File: src/rtl/pipe_trace_pkg.sv
// Shared definitions for the pipeline trace buffer.
//   trace_state_e : capture FSM states (encoding visible on the state port)
//   entry_w()     : width of one packed trace entry
// Entry layout, MSB->LSB: {cyc, pc, instr[31:0], regwrite, rd[4:0], data}
package pipe_trace_pkg;

    typedef enum logic [1:0] {
        StIdle  = 2'd0,
        StArmed = 2'd1,
        StPost  = 2'd2,
        StDone  = 2'd3
    } trace_state_e;

    localparam int unsigned INSTR_W = 32;
    localparam int unsigned RD_W    = 5;
    localparam int unsigned REGW_W  = 1;

    function automatic int unsigned entry_w(input int unsigned cyc_w,
                                            input int unsigned pc_w,
                                            input int unsigned data_w);
        return cyc_w + pc_w + INSTR_W + REGW_W + RD_W + data_w;
    endfunction

endpackage

File: src/rtl/trace_ram.sv
// DEPTH x WIDTH flop storage for trace entries.
//   i_clk            clock
//   i_we/i_waddr     write enable / write address
//   i_wdata          write data
//   i_raddr/o_rdata  asynchronous read port
// Data flops carry no reset; validity is tracked by the owner's count.
module trace_ram
    import pipe_trace_pkg::*;
#(
    parameter int unsigned DEPTH = 8,
    parameter int unsigned WIDTH = 8,
    parameter int unsigned AW    = $clog2(DEPTH)
) (
    input  logic             i_clk,
    input  logic             i_we,
    input  logic [AW-1:0]    i_waddr,
    input  logic [WIDTH-1:0] i_wdata,
    input  logic [AW-1:0]    i_raddr,
    output logic [WIDTH-1:0] o_rdata
);

    logic [WIDTH-1:0] r_mem [DEPTH];

    always_ff @(posedge i_clk) begin
        if (i_we) begin
            r_mem[i_waddr] <= i_wdata;
        end
    end

    assign o_rdata = r_mem[i_raddr];

endmodule

File: src/rtl/pipe_trace_buffer.sv
// Pipeline trace capture: records per-cycle snapshots of IF pc/instr and WB
// rd/regwrite/data with a timestamp, with PC trigger + post-trigger count,
// ring or stop-on-full capture, and oldest-first valid/ready drain.
//   i_clk, i_resetl                 clock, async active-low reset
//   i_arm, i_force_stop             capture control pulses
//   i_trig_en, i_trig_pc, i_post_cnt trigger setup (post_cnt latched at trigger)
//   i_smp_*                         snapshot inputs
//   o_rd_valid/i_rd_ready/o_rd_data/o_rd_last  drain port
//   o_state, o_count, o_triggered, o_cycle     status
module pipe_trace_buffer
    import pipe_trace_pkg::*;
#(
    parameter int unsigned DEPTH   = 8,
    parameter int unsigned PC_W    = 64,
    parameter int unsigned DATA_W  = 64,
    parameter int unsigned CYC_W   = 32,
    parameter bit          WRAP    = 1'b1,
    parameter int unsigned AW      = $clog2(DEPTH),
    parameter int unsigned ENTRY_W = entry_w(CYC_W, PC_W, DATA_W)
) (
    input  logic               i_clk,
    input  logic               i_resetl,
    input  logic               i_arm,
    input  logic               i_force_stop,
    input  logic               i_trig_en,
    input  logic [PC_W-1:0]    i_trig_pc,
    input  logic [AW:0]        i_post_cnt,
    input  logic               i_smp_valid,
    input  logic [PC_W-1:0]    i_smp_pc,
    input  logic [31:0]        i_smp_instr,
    input  logic               i_smp_wb_regwrite,
    input  logic [4:0]         i_smp_wb_rd,
    input  logic [DATA_W-1:0]  i_smp_wb_data,
    output logic               o_rd_valid,
    input  logic               i_rd_ready,
    output logic [ENTRY_W-1:0] o_rd_data,
    output logic               o_rd_last,
    output logic [1:0]         o_state,
    output logic [AW:0]        o_count,
    output logic               o_triggered,
    output logic [CYC_W-1:0]   o_cycle
);

    localparam logic [AW:0] FULL    = (AW+1)'(DEPTH);
    localparam logic [AW:0] FULL_M1 = (AW+1)'(DEPTH - 1);
    localparam logic [AW:0] ONE     = (AW+1)'(1);

    trace_state_e      r_state;
    logic [AW-1:0]     r_wr_ptr;
    logic [AW-1:0]     r_rd_ptr;
    logic [AW:0]       r_count;
    logic [AW:0]       r_rem;
    logic              r_triggered;
    logic [CYC_W-1:0]  r_cycle;

    logic              w_capturing;
    logic              w_full;
    logic              w_hit;
    logic              w_we;
    logic              w_drop;
    logic              w_rd_valid;
    logic              w_pop;
    logic [ENTRY_W-1:0] w_wdata;

    assign w_capturing = (r_state == StArmed) || (r_state == StPost);
    assign w_full      = (r_count == FULL);
    assign w_hit       = i_trig_en && (i_smp_pc == i_trig_pc);
    // Control pulses suppress that cycle's sample.
    assign w_drop      = w_capturing && i_smp_valid && !WRAP && w_full;
    assign w_we        = w_capturing && i_smp_valid && !i_force_stop && !i_arm && !w_drop;
    assign w_rd_valid  = (r_state == StDone) && (r_count != '0);
    assign w_pop       = w_rd_valid && i_rd_ready;
    assign w_wdata     = {r_cycle, i_smp_pc, i_smp_instr, i_smp_wb_regwrite, i_smp_wb_rd,
                          i_smp_wb_data};

    trace_ram #(
        .DEPTH (DEPTH),
        .WIDTH (ENTRY_W),
        .AW    (AW)
    ) u_ram (
        .i_clk   (i_clk),
        .i_we    (w_we),
        .i_waddr (r_wr_ptr),
        .i_wdata (w_wdata),
        .i_raddr (r_rd_ptr),
        .o_rdata (o_rd_data)
    );

    always_ff @(posedge i_clk or negedge i_resetl) begin
        if (!i_resetl) begin
            r_state     <= StIdle;
            r_wr_ptr    <= '0;
            r_rd_ptr    <= '0;
            r_count     <= '0;
            r_rem       <= '0;
            r_triggered <= 1'b0;
            r_cycle     <= '0;
        end else begin
            r_cycle <= r_cycle + 1'b1;
            if (i_force_stop) begin
                r_state <= StDone;
                if (w_pop) begin
                    r_rd_ptr <= r_rd_ptr + 1'b1;
                    r_count  <= r_count - ONE;
                end
            end else if (i_arm) begin
                r_state     <= StArmed;
                r_wr_ptr    <= '0;
                r_rd_ptr    <= '0;
                r_count     <= '0;
                r_triggered <= 1'b0;
            end else begin
                case (r_state)
                    StArmed, StPost: begin
                        if (w_drop) begin
                            r_state <= StDone;
                        end else if (w_we) begin
                            r_wr_ptr <= r_wr_ptr + 1'b1;
                            // Ring full: oldest entry is overwritten, read side follows.
                            if (w_full) begin
                                r_rd_ptr <= r_rd_ptr + 1'b1;
                            end else begin
                                r_count <= r_count + ONE;
                            end
                            if (r_state == StArmed && w_hit) begin
                                r_triggered <= 1'b1;
                                r_rem       <= i_post_cnt;
                                r_state     <= (i_post_cnt == '0) ? StDone : StPost;
                            end else if (r_state == StPost) begin
                                r_rem <= r_rem - ONE;
                                if (r_rem == ONE) begin
                                    r_state <= StDone;
                                end
                            end
                            // Stop-on-full: the write that fills the buffer ends capture.
                            if (!WRAP && r_count == FULL_M1) begin
                                r_state <= StDone;
                            end
                        end
                    end
                    StDone: begin
                        if (w_pop) begin
                            r_rd_ptr <= r_rd_ptr + 1'b1;
                            r_count  <= r_count - ONE;
                        end
                    end
                    default: ;
                endcase
            end
        end
    end

    assign o_rd_valid  = w_rd_valid;
    assign o_rd_last   = w_rd_valid && (r_count == ONE);
    assign o_state     = r_state;
    assign o_count     = r_count;
    assign o_triggered = r_triggered;
    assign o_cycle     = r_cycle;

endmodule
File: config.mk
export PLATFORM = sky130hd
export DESIGN_NAME = pipe_trace_buffer
export DESIGN_NICKNAME = d
export VERILOG_FILES = /design/src/rtl/pipe_trace_pkg.sv /design/src/rtl/trace_ram.sv /design/src/rtl/pipe_trace_buffer.sv
export SDC_FILE = /design/constraint.sdc
export NUM_CORES = 1
export LEC_CHECK = 0
export BUFFER_PORTS_ARGS = -buffer_cell sky130_fd_sc_hd__buf_2
export CAP_MARGIN = 20
export CORE_MARGIN = 2
export CORE_UTILIZATION = 43
export DETAILED_ROUTE_END_ITERATION = 8
export PLACE_DENSITY = 0.58
export SLEW_MARGIN = 20
export SYNTH_ARGS = -nofsm -noshare
export SYNTH_HDL_FRONTEND = slang
export SYNTH_SLANG_ARGS = --single-unit
File: constraint.sdc
create_clock -name i_clk -period 62.6 [get_ports i_clk]
set_input_delay 3.13 -clock i_clk [delete_from_list [all_inputs] [get_ports i_clk]]
set_output_delay 3.13 -clock i_clk [all_outputs]
set_load 0.03 [all_outputs]
## After elaboration in Yosys (flattened, before gate mapping)

Memories as Yosys holds them, arrays and structs flattened.
Index checks and enable logic that the tools add are counted.

| word-level totals | value |
|---|---|
| register bits after elaboration | 49 |
| bits in latches | 0 |
| memory bits (writable) | 1584 |
| ROM bits | 0 |
| input port bits | 241 |
| output and inout port bits | 239 |
| memories | 1 |

Memory list:

| memory | words | width | read ports | clocked after memory_dff | write ports | RTL line | source |
|---|---|---|---|---|---|---|---|
| u_ram.r_mem | 8 | 198 | 1 | 0 | 1 | trace_ram.sv:22 | `logic [WIDTH-1:0] r_mem [DEPTH];` |

| cells by class | value |
|---|---|
| add/subtract/negate cells | 6 |
| $mul | 0 |
| div/mod/pow operators | 0 |
| order comparisons | 0 |
| equal/unequal tests | 10 |
| shifts and indexed selects | 0 |
| mux-type cells | 31 |
| bitwise gates (word level) | 2 |
| reductions and logical operators | 29 |

Operators with widths:

| kind | number |
|---|---|
| $eq A64 B64 Y1 | 1 |
| $add A32 B1 Y32 const B | 1 |
| $mux W4 | 7 |
| $mux W3 | 8 |
| $reduce_bool A4 Y1 | 4 |
| $mux W2 | 7 |
| $reduce_and A3 Y1 | 3 |
| $eq A4 B1 Y1 const B | 2 |
| $logic_and A1 B1 Y1 | 8 |
| $ne A4 B4 Y1 const B | 2 |
| $pmux W4 S2 | 1 |
| $reduce_and A4 Y1 | 2 |
| $reduce_bool A2 Y1 | 4 |
| $sub A4 B1 Y4 const B | 2 |
| $mux W1 | 7 |
| $add A3 B1 Y3 const B | 2 |
| $pmux W3 S2 | 1 |
| $reduce_bool A3 Y1 | 2 |
| $reduce_and A5 Y1 | 1 |
| $add A4 B1 Y4 const B | 1 |
| $eq A2 B2 Y1 const B | 2 |
| $eq A4 B4 Y1 const B | 1 |
| $logic_not A4 Y1 | 1 |
| $ne A4 B3 Y1 const B | 1 |
| other kinds (5) | 7 |

## Longest topological paths before layout

| depth | value |
|---|---|
| depth in word-level cells | 9 |
| mapped depth | 9 |
| depth with buffers taken out | 9 |

## Hierarchy

From an unflattened synthesis, not the netlist that was laid out.

| unflattened totals | value |
|---|---|
| cell total of the unflattened synthesis | 2718 |
| area total of the unflattened synthesis | 63153.1 sq um |

Modules (own cells, without submodules):

| module | instances | cells an instance | area each (sq um) | seq. area each (sq um) |
|---|---|---|---|---|
| trace_ram | 1 | 2301 | 59515.8 | 47565.6 |
| pipe_trace_buffer | 1 | 417 | 3637.2 | 1226.2 |

## Least setup slack after synthesis

OpenSTA, ideal clock, no wires.

| path | value |
|---|---|
| path type | input to register |
| start point | input port i_arm |
| end point | memory u_ram.r_mem[0][0] (netlist bit) (enable) |
| arrival | 22.456 ns |
| required time | 61.353 ns |
| slack | 38.898 ns |
| stages | 4 |
| path buffers | 1 |
| path through | buf_4 nor2_1 nand3_1 nor4_1 |

| on the way | value |
|---|---|
| word-level cells in the longest chain between the ends | 4 |

RTL lines:

| item | RTL line | source |
|---|---|---|
| from (decl) | pipe_trace_buffer.sv:23 | `input logic i_arm,` |
| $logic_not A1 Y1 | pipe_trace_buffer.sv:70 | `assign w_we = w_capturing && i_smp_valid && !i_force_stop && !i_arm && !w_drop;` |
| $logic_and A1 B1 Y1 | pipe_trace_buffer.sv:70 |  |
| $mux W1 | trace_ram.sv:25 | `if (i_we) begin` |
| $mux W1 (implied by the code) | trace_ram.sv:26 | `r_mem[i_waddr] <= i_wdata;` |
| to (decl) | trace_ram.sv:22 |  |

No other way between the ends.

## Worst setup path in the final report

| path | value |
|---|---|
| start point | register r_rd_ptr[0] |
| end point | output port o_rd_data[56] |

| on the way | value |
|---|---|
| word-level cells in the longest chain between the ends | 1 |

RTL lines:

| item | RTL line | source |
|---|---|---|
| from (decl) | pipe_trace_buffer.sv:50 | `logic [AW-1:0] r_rd_ptr;` |
| from (signal assigned) | pipe_trace_buffer.sv:103 | `r_rd_ptr <= r_rd_ptr + 1'b1;` |
| from (signal assigned) | pipe_trace_buffer.sv:121 | `r_rd_ptr <= r_rd_ptr + 1'b1;` |
| from (signal assigned) | pipe_trace_buffer.sv:143 | `r_rd_ptr <= r_rd_ptr + 1'b1;` |
| $mem_v2 Z8 W198 | n/a |  |
| to (decl) | pipe_trace_buffer.sv:36 | `output logic [ENTRY_W-1:0] o_rd_data,` |

No other way between the ends.

==> results_tabular.tex <==
\begin{tabular}{lr}
\hline
Metric & Value \\
\hline
\multicolumn{2}{l}{\textbf{Floorplan}} \\
Overall die width & 386 um \\
Effective utilization at floorplan & 43.2\% \\
Die footprint & 149,000 um2 \\
Die height & 386 um \\
Std-Cell Core Area & 145,000 um2 \\
Top-level port count & 480 \\
Row Count & 140 \\
\multicolumn{2}{l}{\textbf{Clock network}} \\
Number of buffers inserted during clock tree synthesis & 171 \\
Clock root buffer & sky130\_fd\_sc\_hd\_\_clkbuf\_16 \\
Post-CTS Setup Repair Bufs & 0 \\
CTS sink cnt & 1,633 \\
Clock Latency Late Sink & 0.80 ns \\
Quantity of hold-fixing buffers added after cts & 0 \\
Maximum level of the CTS H-tree & 4 \\
Clock-pin slew on the worst setup and hold paths & 0.06 ns \\
Resize count post-CTS & 0 \\
TritonCTS clock tree & yes \\
CTS max path bufs & 3 \\
\multicolumn{2}{l}{\textbf{Worst setup path}} \\
Endpoint arrival time on the critical path & 5.42 ns \\
Critical path start-end classification & reg2out \\
Worst EP required & 59.47 ns \\
Crit Path Max Fanout & 50 \\
Setup slack on the worst flop-to-flop path & 56.94 ns \\
Type of origin of the critical path & flip-flop \\
Kind of capture point of the worst setup path & output port \\
Worst reg2reg startpoint & o\_state[0] \\
Cell count of the worst reg-to-reg path & 9 \\
Reg-to-reg endpoint & u\_ram.r\_mem[3][26] \\
\multicolumn{2}{l}{\textbf{Flow run}} \\
Max cap viols & 0 \\
\multicolumn{2}{l}{\textbf{GRT}} \\
Largest net degree at the start of global routing & 153 \\
Antenna violations before repair & 22 \\
Via count of the first global-routing pass & 31.3k \\
Total routing usage reported by global routing & 19.6\% \\
First-pass GRT wire length & 210,000 um \\
Residual overflow from global routing & 0 \\
\multicolumn{2}{l}{\textbf{Drt}} \\
Wirelength, routed & 147,000 um \\
Remaining DRCs & 0 \\
Number of antenna-violating nets in the routed design & 0 \\
Starting DRT DRC Count & 2,240 \\
Post-detailed-route wirelength per cell & 27.6 um \\
Total via count in the routed design & 29.6k \\
Detailed-route vias per instance & 5.55 \\
First-pass iteration count of the detailed router & 5 \\
\multicolumn{2}{l}{\textbf{Synth}} \\
Mapped Area & 62,700 um2 \\
Share of the synthesized area in the top cell type & 75.9\% \\
Number of enable-type register cells in the synthesized netlist & 1,584 \\
Most frequently used flop master after synthesis & sky130\_fd\_sc\_hd\_\_edfxtp\_1 \\
Post-synthesis register bit count & 1,633 \\
Cell accounting for the most synthesized area & sky130\_fd\_sc\_hd\_\_edfxtp\_1 \\
Gate Count Post-Synth & 2,683 \\
Yosys warning count & 0 \\
Number of distinct standard cells referenced by the synthesized netlist & 51 \\
Ys async rst share & 3.00\% \\
Area contributors post-synth & sky130\_fd\_sc\_hd\_\_edfxtp\_1, sky130\_fd\_sc\_hd\_\_mux4\_2, sky130\_fd\_sc\_hd\_\_mux2\_2, sky130\_fd\_sc\_hd\_\_dfrtp\_1, sky130\_fd\_sc\_hd\_\_xnor2\_1 \\
Part of the Yosys area used for sequential elements & 77.8\% \\
Synthesized Nets & 2,936 \\
Per-instance average area after synthesis & 23.4 um2 \\
\multicolumn{2}{l}{\textbf{STA}} \\
Achievable clock frequency & 117 MHz \\
Final critical path time including I/O delays and setup & 8.55 ns \\
Number of failing setup endpoints in the final timing report & 0 \\
Measured slew at the worst slew-check pin & 1.11 ns \\
Unrepaired setup endpoints after global routing & false \\
Final hold violations & 0 \\
Rel. slew slack & 25.5\% \\
Post-route setup TNS & 0 ns \\
Final-report max-slew violation count & 0 \\
Period utilisation layout & 13.7\% \\
Setup skew after layout & 0.0388 ns \\
\multicolumn{2}{l}{\textbf{Placed design}} \\
Hpwl dp & 83,000 um \\
Number of buffers inserted by port buffering & 479 \\
Routability congestion estimate & 0.897 \\
\multicolumn{2}{l}{\textbf{Final layout}} \\
Layout cell share with drive strength beyond 1 & 40.4\% \\
Net total in the final layout & 3,520 \\
Total of fill cells in the finished design & 11.5k \\
Area added between synthesis and finish & 16.5\% \\
Final design utilization & 50.3\% \\
\multicolumn{2}{l}{\textbf{Power and ir drop}} \\
Leakage power summed over all cells & 24.1 nW \\
Maximum vdd ir drop & 0.0351 mV \\
Power per unit of standard cell area & 41.4 nW/um2 \\
\multicolumn{2}{l}{\textbf{Worst hold path}} \\
Instance count along the most critical hold path & 1 \\
Type of the most critical hold path & reg2reg \\
Hold path endpoint & o\_triggered \\
Min-delay src & o\_triggered \\
\multicolumn{2}{l}{\textbf{Status}} \\
Outcome & complete, no violations \\
\hline
\end{tabular}
## logic make-up after synthesis
family | share of synthesized area (%)
AO/OA/AOI/OAI | 0.501
XOR/XNOR | 1.24
adder cells (fa/ha/maj) | 0.239
buffers and inverters | 0.900
flip-flops | 77.8
multiplexers | 17.8
AND/OR/NAND/NOR | 1.44
## placed cells by master, fill, tap and decap left out, drive strengths merged, types with 12 or more instances in the layout
master  synthesis  layout
nand4          24      24
buf            48     528
inv            19      28
ha             12      12
o21ai          12      12
clkinv          0      63
xor2           17      17
clkbuf         69     218
nand3          23      23
nor2           24      24
xnor2          72      72
dfrtp          49      49
mux4          396     396
edfxtp       1584    1584
nand2          33      33
nor2b          14      14
mux2          199     199
bufinv          0      14
## registers in the layout (all words and copies together) (netlist names)
signal,count
u_ram.r_mem,1584
o_cycle,32
o_triggered,1
o_count,4
r_rd_ptr,3
r_rem,4
o_state,2
r_wr_ptr,3
## report_power, final
group | internal [mW] | leakage (nW) | total, mW | switching [mW]
registers | 1.20 | 15.3 | 1.22 | 0.0190
logic | 0.334 | 6.06 | 0.814 | 0.480
clock network | 0.576 | 2.67 | 0.983 | 0.407
total | 2.11 | 24.1 | 3.02 | 0.907
## worst max path at each step
stage                              to         from
floorplan           u_ram.r_mem[0][0]        i_arm
global placement        o_rd_data[29]  r_rd_ptr[0]
detailed placement      o_rd_data[67]  r_rd_ptr[0]
finish                  o_rd_data[56]  r_rd_ptr[0]
global route            o_rd_data[56]  r_rd_ptr[0]
CTS                     o_rd_data[29]  r_rd_ptr[0]
## per-layer routing
layer | part of all wire (%) | GRT usage [%] | vias to the layer above | routed length [um]
met2 | 50 | 32.5 | 959 | 73700
met5 | 0.064 | 0 | - | 94
met3 | 6.9 | 4.86 | 233 | 10200
met1 | 40 | 25.3 | 15828 | 58800
li1 | - | - | 12515 | -
met4 | 2.8 | 6.61 | 16 | 4100
## final cells by class
class / instances / area [um2] / area share, %
diodes: 8 / 20.0 / 0.0274
clock inverters: 88 / 888 / 1.22
multi-input cells: 914 / 13400 / 18.3
repair buffers: 528 / 2860 / 3.91
inverters: 19 / 71.3 / 0.0977
well taps: 1917 / 2400 / 3.29
flip-flops and latches: 1633 / 48800 / 66.8
clock buffers: 218 / 4580 / 6.27
## cell usage after synthesis, drive strengths merged (3+ instances only)
cell type and count:
dfrtp 49, a22o 3, nor2b 14, xnor2 72
buf 48, nand2b 9, mux2 199, o21ai 12
and3 9, o22ai 3, inv 19, edfxtp 1584
a2bb2oi 4, nand3 23, mux2i 3, a31oi 3
clkbuf 69, ha 12, xor2 17, nand4 24
nor3 11, nor2 24, a21oi 9, mux4 396
nand2 33, nor4 11
## stage by stage
stage	hold WS (ns)	instance area, um2	setup slack (ns)	instances	power (mW)
detailed placement	0.487	67500	54.45	5011	2.07
CTS	0.503	73000	53.56	5317	3.06
global placement	0.484	67500	54.53	5010	2.07
floorplan	0.518	62700	38.90	2683	1.84
global route	0.531	73000	53.53	5320	3.14
finish	0.498	73000	54.05	5325	3.02
## critical path, stage by stage (launching register included)
cell	delay, ns
sky130_fd_sc_hd__dfrtp_4	1.06
sky130_fd_sc_hd__buf_4	0.66
sky130_fd_sc_hd__buf_4	0.76
sky130_fd_sc_hd__buf_4	0.88
sky130_fd_sc_hd__mux4_2	0.60
sky130_fd_sc_hd__mux2_2	0.31
sky130_fd_sc_hd__buf_2	0.19
Power figures use the tool's default switching activity.
